==> config.mk <==
export PLATFORM = sky130hd
export DESIGN_NAME = arbitro_somador
export DESIGN_NICKNAME = d
export VERILOG_FILES = /design/src/rtl/arbitro_somador_pkg.sv /design/src/rtl/arbitro_somador_ripple.sv /design/src/rtl/arbitro_somador.sv
export SDC_FILE = /design/constraint.sdc
export NUM_CORES = 1
export LEC_CHECK = 0
export CAP_MARGIN = 5
export CORE_ASPECT_RATIO = 1.5
export CORE_MARGIN = 1.5
export CORE_UTILIZATION = 30
export CTS_CLUSTER_DIAMETER = 120
export DETAILED_ROUTE_END_ITERATION = 10
export SYNTH_ARGS = -nofsm -noshare
export SYNTH_HDL_FRONTEND = slang
export SYNTH_SLANG_ARGS = --single-unit
==> constraint.sdc <==
create_clock -name clk -period 4.91 [get_ports clk]
set_input_delay 0.982 -clock clk [delete_from_list [all_inputs] [get_ports clk]]
set_output_delay 0.982 -clock clk [all_outputs]
set_load 0.03 [all_outputs]
==> src/rtl/arbitro_somador_pkg.sv <==
// -----------------------------------------------------------------------------
// arbitro_somador_pkg
// Shared definitions for the two-requester adder arbiter:
//   estado_t  - controller state encoding (IDLE / CALC / RESP)
//   BCD_BASE  - radix used to split the sum into tens/units digits
//   N_REQ     - number of requesters sharing the adder
// -----------------------------------------------------------------------------
package arbitro_somador_pkg;

    typedef enum logic [1:0] {
        IDLE = 2'd0,
        CALC = 2'd1,
        RESP = 2'd2
    } estado_t;

    localparam int BCD_BASE = 10;
    localparam int N_REQ    = 2;

endpackage

==> src/rtl/arbitro_somador_ripple.sv <==
// -----------------------------------------------------------------------------
// somador_ripple_n
// WIDTH-bit ripple-carry adder built from a chain of full-adder cells.
// Ports:
//   a, b  [WIDTH-1:0]  operands
//   cin                carry into bit 0
//   sum   [WIDTH-1:0]  sum bits
//   cout               carry out of the MSB cell
// -----------------------------------------------------------------------------
module somador_ripple_n #(
    parameter int WIDTH = 4
) (
    input  logic [WIDTH-1:0] a,
    input  logic [WIDTH-1:0] b,
    input  logic             cin,
    output logic [WIDTH-1:0] sum,
    output logic             cout
);

    // carry_s[i] is the carry into cell i; carry_s[WIDTH] leaves the chain
    logic [WIDTH:0] carry_s;

    assign carry_s[0] = cin;

    genvar i;
    generate
        for (i = 0; i < WIDTH; i++) begin : g_fa
            assign sum[i]       = a[i] ^ b[i] ^ carry_s[i];
            assign carry_s[i+1] = (a[i] & b[i]) | (carry_s[i] & (a[i] ^ b[i]));
        end
    endgenerate

    assign cout = carry_s[WIDTH];

endmodule

==> src/rtl/arbitro_somador.sv <==
// -----------------------------------------------------------------------------
// arbitro_somador
// Arbitrates two requesters onto one shared ripple-carry adder. A granted
// operand pair is registered in IDLE, summed in CALC and presented as a
// tagged response in RESP, where it is held until the consumer accepts it.
// The registered sum is also split into BCD tens/units digits for the
// downstream HEX1/HEX0 seven-segment decoders.
//
// Build option:
//   ARB_FIXED_PRIO_EN defined   -> requester 0 always wins a tie, no pointer
//   ARB_FIXED_PRIO_EN undefined -> round-robin (default)
//
// Ports:
//   clk, rst                      clock, synchronous active-high reset
//   req0_valid/a/b/cin, req0_ready  requester 0 handshake and operands
//   req1_valid/a/b/cin, req1_ready  requester 1 handshake and operands
//   rsp_valid, rsp_ready          response handshake
//   rsp_id                        requester that owns the response
//   rsp_sum [WIDTH:0]             a + b + cin, carry-out in MSB
//   rsp_dezena, rsp_unidade       BCD tens / units digits of rsp_sum
//   busy                          controller is outside IDLE
// -----------------------------------------------------------------------------
module arbitro_somador
    import arbitro_somador_pkg::*;
#(
    parameter int WIDTH = 4
) (
    input  logic             clk,
    input  logic             rst,
    input  logic             req0_valid,
    input  logic [WIDTH-1:0] req0_a,
    input  logic [WIDTH-1:0] req0_b,
    input  logic             req0_cin,
    output logic             req0_ready,
    input  logic             req1_valid,
    input  logic [WIDTH-1:0] req1_a,
    input  logic [WIDTH-1:0] req1_b,
    input  logic             req1_cin,
    output logic             req1_ready,
    output logic             rsp_valid,
    input  logic             rsp_ready,
    output logic             rsp_id,
    output logic [WIDTH:0]   rsp_sum,
    output logic [3:0]       rsp_dezena,
    output logic [3:0]       rsp_unidade,
    output logic             busy
);

    // Tens digit in the upper nibble, units digit in the lower nibble.
    // Sums never exceed 63, so a 7-bit argument covers every legal WIDTH.
    function automatic logic [7:0] bcd_split(input logic [6:0] v);
        return {4'(v / 7'(BCD_BASE)), 4'(v % 7'(BCD_BASE))};
    endfunction

    estado_t            state_r;
    estado_t            state_next_s;
    logic [N_REQ-1:0]   grant_s;

    logic [WIDTH-1:0]   op_a_r;
    logic [WIDTH-1:0]   op_b_r;
    logic               op_cin_r;
    logic               op_id_r;

    logic [WIDTH-1:0]   soma_s;
    logic               cout_s;
    logic [WIDTH:0]     sum_s;
    logic [7:0]         bcd_s;

    logic               rsp_valid_r;
    logic               rsp_id_r;
    logic [WIDTH:0]     rsp_sum_r;
    logic [3:0]         rsp_dezena_r;
    logic [3:0]         rsp_unidade_r;
    logic               busy_r;

`ifndef ARB_FIXED_PRIO_EN
    // 0: requester 0 wins the next tie, 1: requester 1 wins it
    logic               prio_r;
`endif

    somador_ripple_n #(
        .WIDTH (WIDTH)
    ) u_somador (
        .a    (op_a_r),
        .b    (op_b_r),
        .cin  (op_cin_r),
        .sum  (soma_s),
        .cout (cout_s)
    );

    assign sum_s = {cout_s, soma_s};
    assign bcd_s = bcd_split(7'(sum_s));

    // Grant selection: only in IDLE, never while reset is being applied
    always_comb begin
        grant_s = {N_REQ{1'b0}};
        if (rst) begin
            grant_s = {N_REQ{1'b0}};
        end else if (state_r == IDLE) begin
            if (req0_valid && req1_valid) begin
`ifdef ARB_FIXED_PRIO_EN
                grant_s = 2'b01;
`else
                if (prio_r) begin
                    grant_s = 2'b10;
                end else begin
                    grant_s = 2'b01;
                end
`endif
            end else if (req0_valid) begin
                grant_s = 2'b01;
            end else if (req1_valid) begin
                grant_s = 2'b10;
            end else begin
                grant_s = 2'b00;
            end
        end else begin
            grant_s = {N_REQ{1'b0}};
        end
    end

    // Next-state logic for the IDLE -> CALC -> RESP -> IDLE sequence
    always_comb begin
        state_next_s = state_r;
        case (state_r)
            IDLE: begin
                if (|grant_s) begin
                    state_next_s = CALC;
                end else begin
                    state_next_s = IDLE;
                end
            end
            CALC: begin
                state_next_s = RESP;
            end
            RESP: begin
                if (rsp_ready) begin
                    state_next_s = IDLE;
                end else begin
                    state_next_s = RESP;
                end
            end
            default: begin
                state_next_s = IDLE;
            end
        endcase
    end

    // State register
    always_ff @(posedge clk) begin
        if (rst) begin
            state_r <= IDLE;
        end else begin
            state_r <= state_next_s;
        end
    end

    // Operand capture, result registration and response handshake
    always_ff @(posedge clk) begin
        if (rst) begin
            op_a_r        <= {WIDTH{1'b0}};
            op_b_r        <= {WIDTH{1'b0}};
            op_cin_r      <= 1'b0;
            op_id_r       <= 1'b0;
            rsp_valid_r   <= 1'b0;
            rsp_id_r      <= 1'b0;
            rsp_sum_r     <= {(WIDTH+1){1'b0}};
            rsp_dezena_r  <= 4'd0;
            rsp_unidade_r <= 4'd0;
            busy_r        <= 1'b0;
        end else begin
            case (state_r)
                IDLE: begin
                    if (grant_s[1]) begin
                        op_a_r   <= req1_a;
                        op_b_r   <= req1_b;
                        op_cin_r <= req1_cin;
                        op_id_r  <= 1'b1;
                    end else if (grant_s[0]) begin
                        op_a_r   <= req0_a;
                        op_b_r   <= req0_b;
                        op_cin_r <= req0_cin;
                        op_id_r  <= 1'b0;
                    end
                end
                CALC: begin
                    rsp_sum_r     <= sum_s;
                    rsp_dezena_r  <= bcd_s[7:4];
                    rsp_unidade_r <= bcd_s[3:0];
                    rsp_id_r      <= op_id_r;
                    rsp_valid_r   <= 1'b1;
                end
                RESP: begin
                    if (rsp_ready) begin
                        rsp_valid_r <= 1'b0;
                    end
                end
                default: begin
                    rsp_valid_r <= 1'b0;
                end
            endcase
            // busy tracks the state being entered so it lines up with state_r
            busy_r <= (state_next_s != IDLE);
        end
    end

`ifndef ARB_FIXED_PRIO_EN
    // Hand priority to the other requester once a response is consumed
    always_ff @(posedge clk) begin
        if (rst) begin
            prio_r <= 1'b0;
        end else if ((state_r == RESP) && rsp_ready) begin
            prio_r <= ~rsp_id_r;
        end
    end
`endif

    assign req0_ready  = grant_s[0];
    assign req1_ready  = grant_s[1];
    assign rsp_valid   = rsp_valid_r;
    assign rsp_id      = rsp_id_r;
    assign rsp_sum     = rsp_sum_r;
    assign rsp_dezena  = rsp_dezena_r;
    assign rsp_unidade = rsp_unidade_r;
    assign busy        = busy_r;

endmodule

==> results of run 1 <==
## kinds of logic (layout without fill, tap and decap cells)
kind of cell / after synthesis / in the layout / share of synthesized area
mux: 2 / 2 / 0.0147
flops: 26 / 26 / 0.383
simple gates: 77 / 77 / 0.266
compound gates: 30 / 30 / 0.169
buf+inv: 19 / 52 / 0.0617
fa+ha+maj: 8 / 8 / 0.0958
other cells: 1 / 2 / 0.00276
xor+xnor: 1 / 1 / 0.00645
## worst paths after layout
path                                 start             end  slack, ns  cells after the start
worst max-delay path             op_a_r[0]  rsp_unidade[1]       0.46                     16
worst min-delay path            rsp_sum[3]      rsp_sum[3]       0.46                      2
worst max register to register   op_a_r[0]  rsp_unidade[1]       0.46                     16
worst min register to register  rsp_sum[3]      rsp_sum[3]       0.46                      2
## synth_stat cells (all sizes together)
cell type and count:
nand3b 3, o21ai 1, ha 4, or4 1, nand2 36, a311oi 9, nor2b 1, a221oi 1
o22ai 1, o31a 1, o21bai 1, or3b 1, a21oi 8, nand3 2, dfxtp 26, conb 1
nor2 20, o21a 3, nor3 6, and2 1, inv 7, or2 1, buf 4, a211oi 3
and4bb 1, clkbuf 7, xnor2 1, nand2b 4, mux2i 2, clkinv 1, fa 4, a211o 1
o41ai 1
## final cells by class
class                   instances  area, um2
fillers                       454       2450
multi-input cells             120        758
flip-flops and latches         26        520
repair buffers                 40        395
well taps                      46       57.6
clock buffers                   3       41.3
clock inverters                 1       30.0
inverters                       8       30.0
## power groups by stage
stage	clock (mW)	combinational, mW	sequential, mW
floorplan	0	0.111	0.268
global placement	0	0.191	0.249
detailed placement	0	0.192	0.250
CTS	0.184	0.195	0.245
global route	0.191	0.216	0.248
finish	0.180	0.193	0.244
## metrics by stage
stage	area, um2	total power, mW	hold slack, ns	utilization	cells
final	1830	0.617	0.455	0.428	244
after global placement	1760	0.441	0.442	0.411	240
after CTS	1830	0.623	0.460	0.428	244
after global routing	1830	0.655	0.473	0.428	244
after floorplan	1360	0.379	0.432	-	165
after detailed placement	1760	0.442	0.446	0.411	240
## critical path, stage by stage, from the launching register on
cell      delay, ns
dfxtp_1        0.34
fa_1           0.43
fa_1           0.39
fa_1           0.39
fa_1           0.62
inv_1          0.13
ha_1           0.22
inv_1          0.07
ha_1           0.33
nor2_4         0.10
xnor2_1        0.20
ha_1           0.25
nand2b_1       0.13
a211oi_1       0.07
nand3b_1       0.25
and2_1         0.20
o31a_1         0.24
## flip-flops by register name (all words and copies together), names as in the netlist
name	flops
rsp_sum	5
op_a_r	4
op_b_r	4
rsp_unidade	3
rsp_dezena	2
state_r	2
busy	1
op_cin_r	1
op_id_r	1
prio_r	1
rsp_id	1
rsp_valid	1
## layer usage
layer | part of all wire | vias up
met5 | 0 | -
li1 | - | 621
met3 | 0.031 | 6
met1 | 0.44 | 540
met4 | 0.021 | 0
met2 | 0.50 | 32
==> impl_metrics.env, run 1 <==
export IMPL_outcome="complete, no violations"
export IMPL_num_vias=1199
export IMPL_clockBufferDepth=2
export IMPL_layout_drive_gt1_share=0.0758
export IMPL_clock_skew_ns=0.00241
export IMPL_drt_pass1_iterations=6
export IMPL_clk_latency_ns=0.28
export IMPL_start_util=0.317
export IMPL_worstHoldPathType="reg -> reg"
export IMPL_antenna_found_initial=0
export IMPL_cts_buffers=3
export IMPL_rows=29
export IMPL_num_io_pins=41
export IMPL_first_iter_violations=34
export IMPL_grt_busiest_layer="met2"
export IMPL_vdd_ir_drop_max_v=0.000106
export IMPL_rsz0062_at_grt="no"
export IMPL_p_sw_uw=190
export IMPL_ys_types=38
export IMPL_die_w_um=58.0
export IMPL_port_buffers=38
export IMPL_cts_resized=0
export IMPL_finalCriticalPeriod_ns=4.45
export IMPL_yosys_warnings=0
export IMPL_tightest_slew_ns=0.777
export IMPL_die_y_um=85.4
export IMPL_synth_avg_cell_area_um2=8.29
export IMPL_dp_hpwl_um=2110
export IMPL_gp_congestion=0.855
export IMPL_fp_dieArea_um2=4950
export IMPL_synthCells=164
export IMPL_synthTopCellsByArea="dfxtp_1 (38%), nand2_1 (9.9%), fa_1 (5.9%), a311oi_1 (5.8%), nor2_1 (5.2%)"
export IMPL_setup_slack_ns=0.460
export IMPL_drv_cap=0
export IMPL_grt_use_met2=0.217
export IMPL_crit_path_end_kind="flip-flop"
export IMPL_cp_max_fo=6
export IMPL_dp_slack_ns=0.523
export IMPL_grt_ovfl_total=0
export IMPL_grt_usage=0.127
export IMPL_nets=230
export IMPL_start_kind="flip-flop"
export IMPL_drc_errors=0
export IMPL_met1_usage=0.150
export IMPL_final_setup_tns_ns=0
export IMPL_hold_viol=0
export IMPL_clock_fmax_ghz=0.225
export IMPL_ys_seq_elements=26
export IMPL_cts_clk_slew_worst_paths_ns=0.09
export IMPL_synth_seq_area_share=0.383
export IMPL_detail_route_wl_per_cell_um=11.6
export IMPL_worst_setup_path_type="reg -> reg"
export IMPL_synth_top_area_frac=0.383
export IMPL_final_common_cell="clkdlybuf4s50_1"
export IMPL_cts_sinks=26
export IMPL_slew_viol_final=0
export IMPL_power_frac_comb=0.313
export IMPL_synth_top_area_cell="dfxtp_1"
export IMPL_grt_start_max_net_pins=25
export IMPL_grt_pass1_wl_um=4950
export IMPL_cts_root_buf="clkbuf_8"
export IMPL_n_antenna_cell=0
export IMPL_h_tree_depth=1
export IMPL_vias_per_cell=4.91
export IMPL_power_density_nw_per_um2=337
export IMPL_postCtsSetupRepairBufs=0
export IMPL_p_sw_frac=0.309
export IMPL_cts_tree="done"
export IMPL_setup_viol=0
export IMPL_worstPathArrival_ns=4.62
export IMPL_grt_pass1_vias=1139
export IMPL_grt_util_met3=0.0183
export IMPL_seq_power_share=0.396
export IMPL_internal_power_uw=426
export IMPL_synthesis_area_um2=1360
export IMPL_required_ns=5.08
export IMPL_relSlewSlack=0.481
export IMPL_final_antenna_net_count=0
export IMPL_routed_wl_um=2840
export IMPL_coreArea_um2=4280
export IMPL_hold_buffers=0
export IMPL_most_common_layout_cells="clkdlybuf4s50_1 (38), nand2_1 (36), dfxtp_1 (26), nor2_1 (19), a311oi_1 (9)"
export IMPL_syn_to_final_growth_pct=34.9
export IMPL_pwr_share_clk=0.291
export IMPL_p_leak_nw=0.713
export IMPL_fin_crit_sh=0.906
No activity file was read; power rests on OpenSTA's default activity.
==> run 2: changes to the inputs <==
Settings changed: CORE_ASPECT_RATIO 1.5 to default, SKIP_CTS_REPAIR_TIMING from default to 1.
==> run 2 against run 1 <==
Net effect:
- sequential power about the same
- worst hold slack better by 0.0057 ns
- maximum frequency shrank 0.37%
- count of clock-buffer cells in the layout grew 1
- total power decreased by 6.8%
- critical path depth unchanged
- largest cell class unchanged
==> impl_metrics.env, run 2 (same netlist as run 1, synthesis figures left out) <==
export IMPL_setup_viol=0
export IMPL_seq_area_um2=520
export IMPL_worstHoldPathType="reg -> reg"
export IMPL_rows=24
export IMPL_dp_hpwl_um=2080
export IMPL_cts_sinks=26
export IMPL_drc_errors=0
export IMPL_grt_pass1_wl_um=4870
export IMPL_rsz0062_at_grt="no"
export IMPL_multi_input_area_um2=758
export IMPL_n_antenna_cell=0
export IMPL_cts_buffers=3
export IMPL_crit_path_end_kind="flip-flop"
export IMPL_power_density_nw_per_um2=315
export IMPL_worstPathArrival_ns=4.63
export IMPL_grt_usage=0.120
export IMPL_detail_route_wl_per_cell_um=11.1
export IMPL_whs_ns=0.461
export IMPL_coreArea_um2=4350
export IMPL_tightest_slew_ns=0.819
export IMPL_setup_slack_ns=0.443
export IMPL_clockBufferDepth=2
export IMPL_outcome="complete, no violations"
export IMPL_final_common_cell="clkdlybuf4s50_1"
export IMPL_grt_ovfl_total=0
export IMPL_largest_register_ff_count=5
export IMPL_first_iter_violations=53
export IMPL_clk_latency_ns=0.27
export IMPL_critPathMaxStageDelay_ns=0.63
export IMPL_cts_tree="done"
export IMPL_cts_clk_slew_worst_paths_ns=0.09
export IMPL_p_leak_nw=0.706
export IMPL_gp_congestion=0.808
export IMPL_die_w_um=70.3
export IMPL_dp_slack_ns=0.519
export IMPL_most_common_layout_cells="clkdlybuf4s50_1 (38), nand2_1 (36), dfxtp_1 (26), nor2_1 (19), a311oi_1 (9)"
export IMPL_port_buffers=38
export IMPL_cp_common_cell="fa_1"
export IMPL_cp_slowest_cell="fa_1"
export IMPL_grt_pass1_vias=1095
export IMPL_routed_wl_um=2780
export IMPL_worst_setup_path_type="reg -> reg"
export IMPL_nets=230
export IMPL_drt_pass1_iterations=4
export IMPL_num_io_pins=41
export IMPL_die_y_um=70.3
export IMPL_final_antenna_net_count=0
export IMPL_start_kind="flip-flop"
export IMPL_fp_dieArea_um2=4940
export IMPL_vias_per_cell=4.64
export IMPL_finalCriticalPeriod_ns=4.47
export IMPL_h_tree_depth=1
export IMPL_start_util=0.312
export IMPL_antenna_found_initial=0
export IMPL_syn_to_final_growth_pct=34.3
export IMPL_slew_viol_final=0
export IMPL_final_setup_tns_ns=0
export IMPL_layout_drive_gt1_share=0.0758
export IMPL_num_vias=1159
export IMPL_clock_fmax_ghz=0.224
export IMPL_fin_crit_sh=0.910
export IMPL_relSlewSlack=0.453
export IMPL_grt_start_max_net_pins=25
export IMPL_clock_skew_ns=0.00641
export IMPL_drv_cap=0
export IMPL_required_ns=5.07
export IMPL_cts_root_buf="clkbuf_8"
export IMPL_fill_cells=436
export IMPL_hold_viol=0
export IMPL_cp_max_fo=6
export IMPL_path_cells="fa_1 -> fa_1 -> fa_1 -> fa_1 -> inv_1 -> ha_1 -> inv_1 -> ha_1 -> nor2_4 -> xnor2_1 -> ha_1 -> nand2b_1 -> a211oi_1 -> nand3b_1 -> nor3_2 -> o31a_1"
export IMPL_vdd_ir_drop_max_v=0.000106
-- run 2: cell count changes in the layout (fill, tap and decap cells not counted) --
cell       previous run  this run
bufinv_16             1         0
clkbuf_8              3         4
-- run 2: metal layers --
layer  GRT usage  part of all wire  vias to the layer above
li1            -                 -                      621
met1       0.169              0.52                      501
met2       0.177              0.42                       33
met3      0.0159             0.042                        4
met4      0.0662             0.018                        0
met5           0                 0                        -
-- run 2: final cells by class --
type | count | area share
Timing Repair Buffer | 40 | 0.217
Clock buffer | 4 | 0.0302
Tap cell | 52 | 0.0357
Sequential cell | 26 | 0.285
Multi-Input combinational cell | 120 | 0.416
Inverter | 8 | 0.0165
-- run 2: final timing paths --
| check | from | end | slack [ns] | cells past startpoint |
|---|---|---|---|---|
| worst max-delay path | op_a_r[0] | rsp_unidade[1] | 0.44 | 16 |
| worst min-delay path | rsp_sum[2] | rsp_sum[2] | 0.46 | 2 |
| worst max register to register | op_a_r[0] | rsp_unidade[1] | 0.44 | 16 |
| worst min register to register | rsp_sum[2] | rsp_sum[2] | 0.46 | 2 |
-- run 2: report_power, final --
part / total, mW / internal (mW) / switching (mW)
Combinational: 0.193 / 0.0859 / 0.107
Clock: 0.138 / 0.0717 / 0.0665
Sequential: 0.244 / 0.231 / 0.0131
Total: 0.575 / 0.389 / 0.186
-- run 2: through the flow --
stage	instances	cell area (um2)	utilization	total power [mW]
2_1_floorplan	165	1360	-	0.379
5_1_grt	250	1820	0.419	0.611
6_report	250	1820	0.419	0.575
4_1_cts	250	1820	0.419	0.581
3_3_place_gp	246	1770	0.406	0.441
3_5_place_dp	246	1770	0.406	0.442
-- run 2: worst max-delay path: cells and delay by family, from the launching register on --
family	cells	cell delay, ns
AOI/OAI and AO/OA	2	0.51
xor gates and xnor gates	1	0.15
adders and majority gates	7	2.62
buffers and inverters	2	0.18
DFF	1	0.33
and+or+nand+nor	4	0.57
==> run 3: changes to the inputs <==
Settings changed: PLACE_DENSITY from default to 0.59.
==> run 3 against run 2 <==
Net effect:
- count of clock-buffer cells in the layout stayed put
- sequential power hardly changed
- clock power hardly changed
- cell count stayed put
- setup slack better by 0.037 ns
- critical endpoint unchanged
==> impl_metrics.env, run 3 (same netlist as run 1, synthesis figures left out) <==
export IMPL_outcome="complete, no violations"
export IMPL_cp_slowest_cell="fa_1"
export IMPL_clock_skew_ns=0.00348
export IMPL_relSlewSlack=0.487
export IMPL_setup_viol=0
export IMPL_path_buf_inv=2
export IMPL_clock_fmax_ghz=0.226
export IMPL_path_depth=16
export IMPL_first_iter_violations=45
export IMPL_clk_latency_ns=0.26
export IMPL_syn_to_final_growth_pct=34.3
export IMPL_layout_drive_gt1_share=0.0758
export IMPL_cts_tree="done"
export IMPL_start_util=0.312
export IMPL_rsz0062_at_grt="no"
export IMPL_stdcell_count=250
export IMPL_worst_setup_path_type="reg -> reg"
export IMPL_drv_cap=0
export IMPL_dp_cells=246
export IMPL_r2r_cells=16
export IMPL_required_ns=5.07
export IMPL_grt_pass1_wl_um=4840
export IMPL_worstHoldPathType="reg -> reg"
export IMPL_final_antenna_net_count=0
export IMPL_finalCriticalPeriod_ns=4.43
export IMPL_cp_common_cell="fa_1"
export IMPL_hold_path_cell_count=2
export IMPL_h_tree_depth=1
export IMPL_fin_crit_sh=0.902
export IMPL_critPathMaxStageDelay_ns=0.61
export IMPL_dp_hpwl_um=2120
export IMPL_final_common_cell="clkdlybuf4s50_1"
export IMPL_power_density_nw_per_um2=314
export IMPL_final_setup_tns_ns=0
export IMPL_hold_viol=0
export IMPL_die_w_um=70.3
export IMPL_cts_buffers=3
export IMPL_die_y_um=70.3
export IMPL_num_vias=1160
export IMPL_start_kind="flip-flop"
export IMPL_largest_register_ff_count=5
export IMPL_fill_cells=439
export IMPL_grt_start_max_net_pins=25
export IMPL_path_cells="fa_1 -> fa_1 -> fa_1 -> fa_1 -> inv_1 -> ha_1 -> inv_1 -> ha_1 -> nor2_4 -> xnor2_1 -> ha_1 -> nand2b_1 -> a211oi_1 -> nand3b_1 -> and2_1 -> o31a_1"
export IMPL_tightest_slew_ns=0.768
export IMPL_antenna_found_initial=0
export IMPL_routed_wl_um=2750
export IMPL_power_uw=573
export IMPL_gp_congestion=0.803
export IMPL_n_antenna_cell=0
export IMPL_grt_pass1_vias=1101
export IMPL_cts_clk_slew_worst_paths_ns=0.09
export IMPL_grt_ovfl_total=0
export IMPL_fp_dieArea_um2=4940
export IMPL_num_io_pins=41
export IMPL_cp_top_family="adder cells"
export IMPL_most_common_layout_cells="clkdlybuf4s50_1 (38), nand2_1 (36), dfxtp_1 (26), nor2_1 (19), a311oi_1 (9)"
export IMPL_cts_sinks=26
export IMPL_port_buffers=38
export IMPL_slew_viol_final=0
export IMPL_grt_usage=0.117
export IMPL_post_route_util=0.419
export IMPL_clockBufferDepth=2
export IMPL_coreArea_um2=4350
export IMPL_detail_route_wl_per_cell_um=11.0
export IMPL_nets=230
export IMPL_rows=24
export IMPL_drc_errors=0
export IMPL_vdd_ir_drop_max_v=0.000157
export IMPL_cts_root_buf="clkbuf_8"
export IMPL_cp_max_fo=6
export IMPL_p_leak_nw=0.706
export IMPL_vias_per_cell=4.64
export IMPL_crit_path_end_kind="flip-flop"
export IMPL_drt_pass1_iterations=4
export IMPL_worstPathArrival_ns=4.59
==> run 3: cell counts in the layout (fill, tap and decap cells not counted) <==
Identical to the previous run, type by type.
==> run 3: stage by stage <==
stage | area (um2) | hold WS [ns] | worst slack (ns)
after detailed placement | 1770 | 0.447 | 0.508
after CTS | 1820 | 0.461 | 0.496
after global placement | 1770 | 0.443 | 0.614
after floorplan | 1360 | 0.432 | 0.814
after global routing | 1820 | 0.490 | 0.235
final | 1820 | 0.456 | 0.480
==> run 3: worst register-to-register path, cell delays in order (launching register included) <==
cell and delay [ns]:
dfxtp_1 0.34, fa_1 0.44, fa_1 0.40, fa_1 0.39
fa_1 0.61, inv_1 0.13, ha_1 0.22, inv_1 0.06
ha_1 0.32, nor2_4 0.10, xnor2_1 0.19, ha_1 0.25
nand2b_1 0.12, a211oi_1 0.06, nand3b_1 0.25, and2_1 0.21
o31a_1 0.23
==> run 3: cell type report <==
cell class	count	area [um2]	area share
Multi-Input combinational cell	120	758	0.416
Tap cell	52	65.1	0.0357
Sequential cell	26	520	0.285
Clock buffer	4	55.1	0.0302
Timing Repair Buffer	40	395	0.217
Inverter	8	30.0	0.0165
==> run 3: path summary, 6_finish.rpt <==
check	end	start	slack [ns]
worst min register to register	rsp_sum[3]	rsp_sum[3]	0.46
worst max register to register	rsp_unidade[1]	op_a_r[0]	0.48
worst max-delay path	rsp_unidade[1]	op_a_r[0]	0.48
worst min-delay path	rsp_sum[3]	rsp_sum[3]	0.46
==> run 3: power breakdown <==
part           internal (mW)  switching, mW
combinational         0.0862          0.106
sequential             0.231         0.0132
clock                 0.0715         0.0647
total                  0.389          0.184
==> run 3: per-layer routing <==
layer	track usage	vias to the layer above	routed length (um)
met5	0	-	0
met4	0.0321	0	28
met3	0.0130	2	102
met2	0.183	32	1170
met1	0.170	507	1450
li1	-	619	-
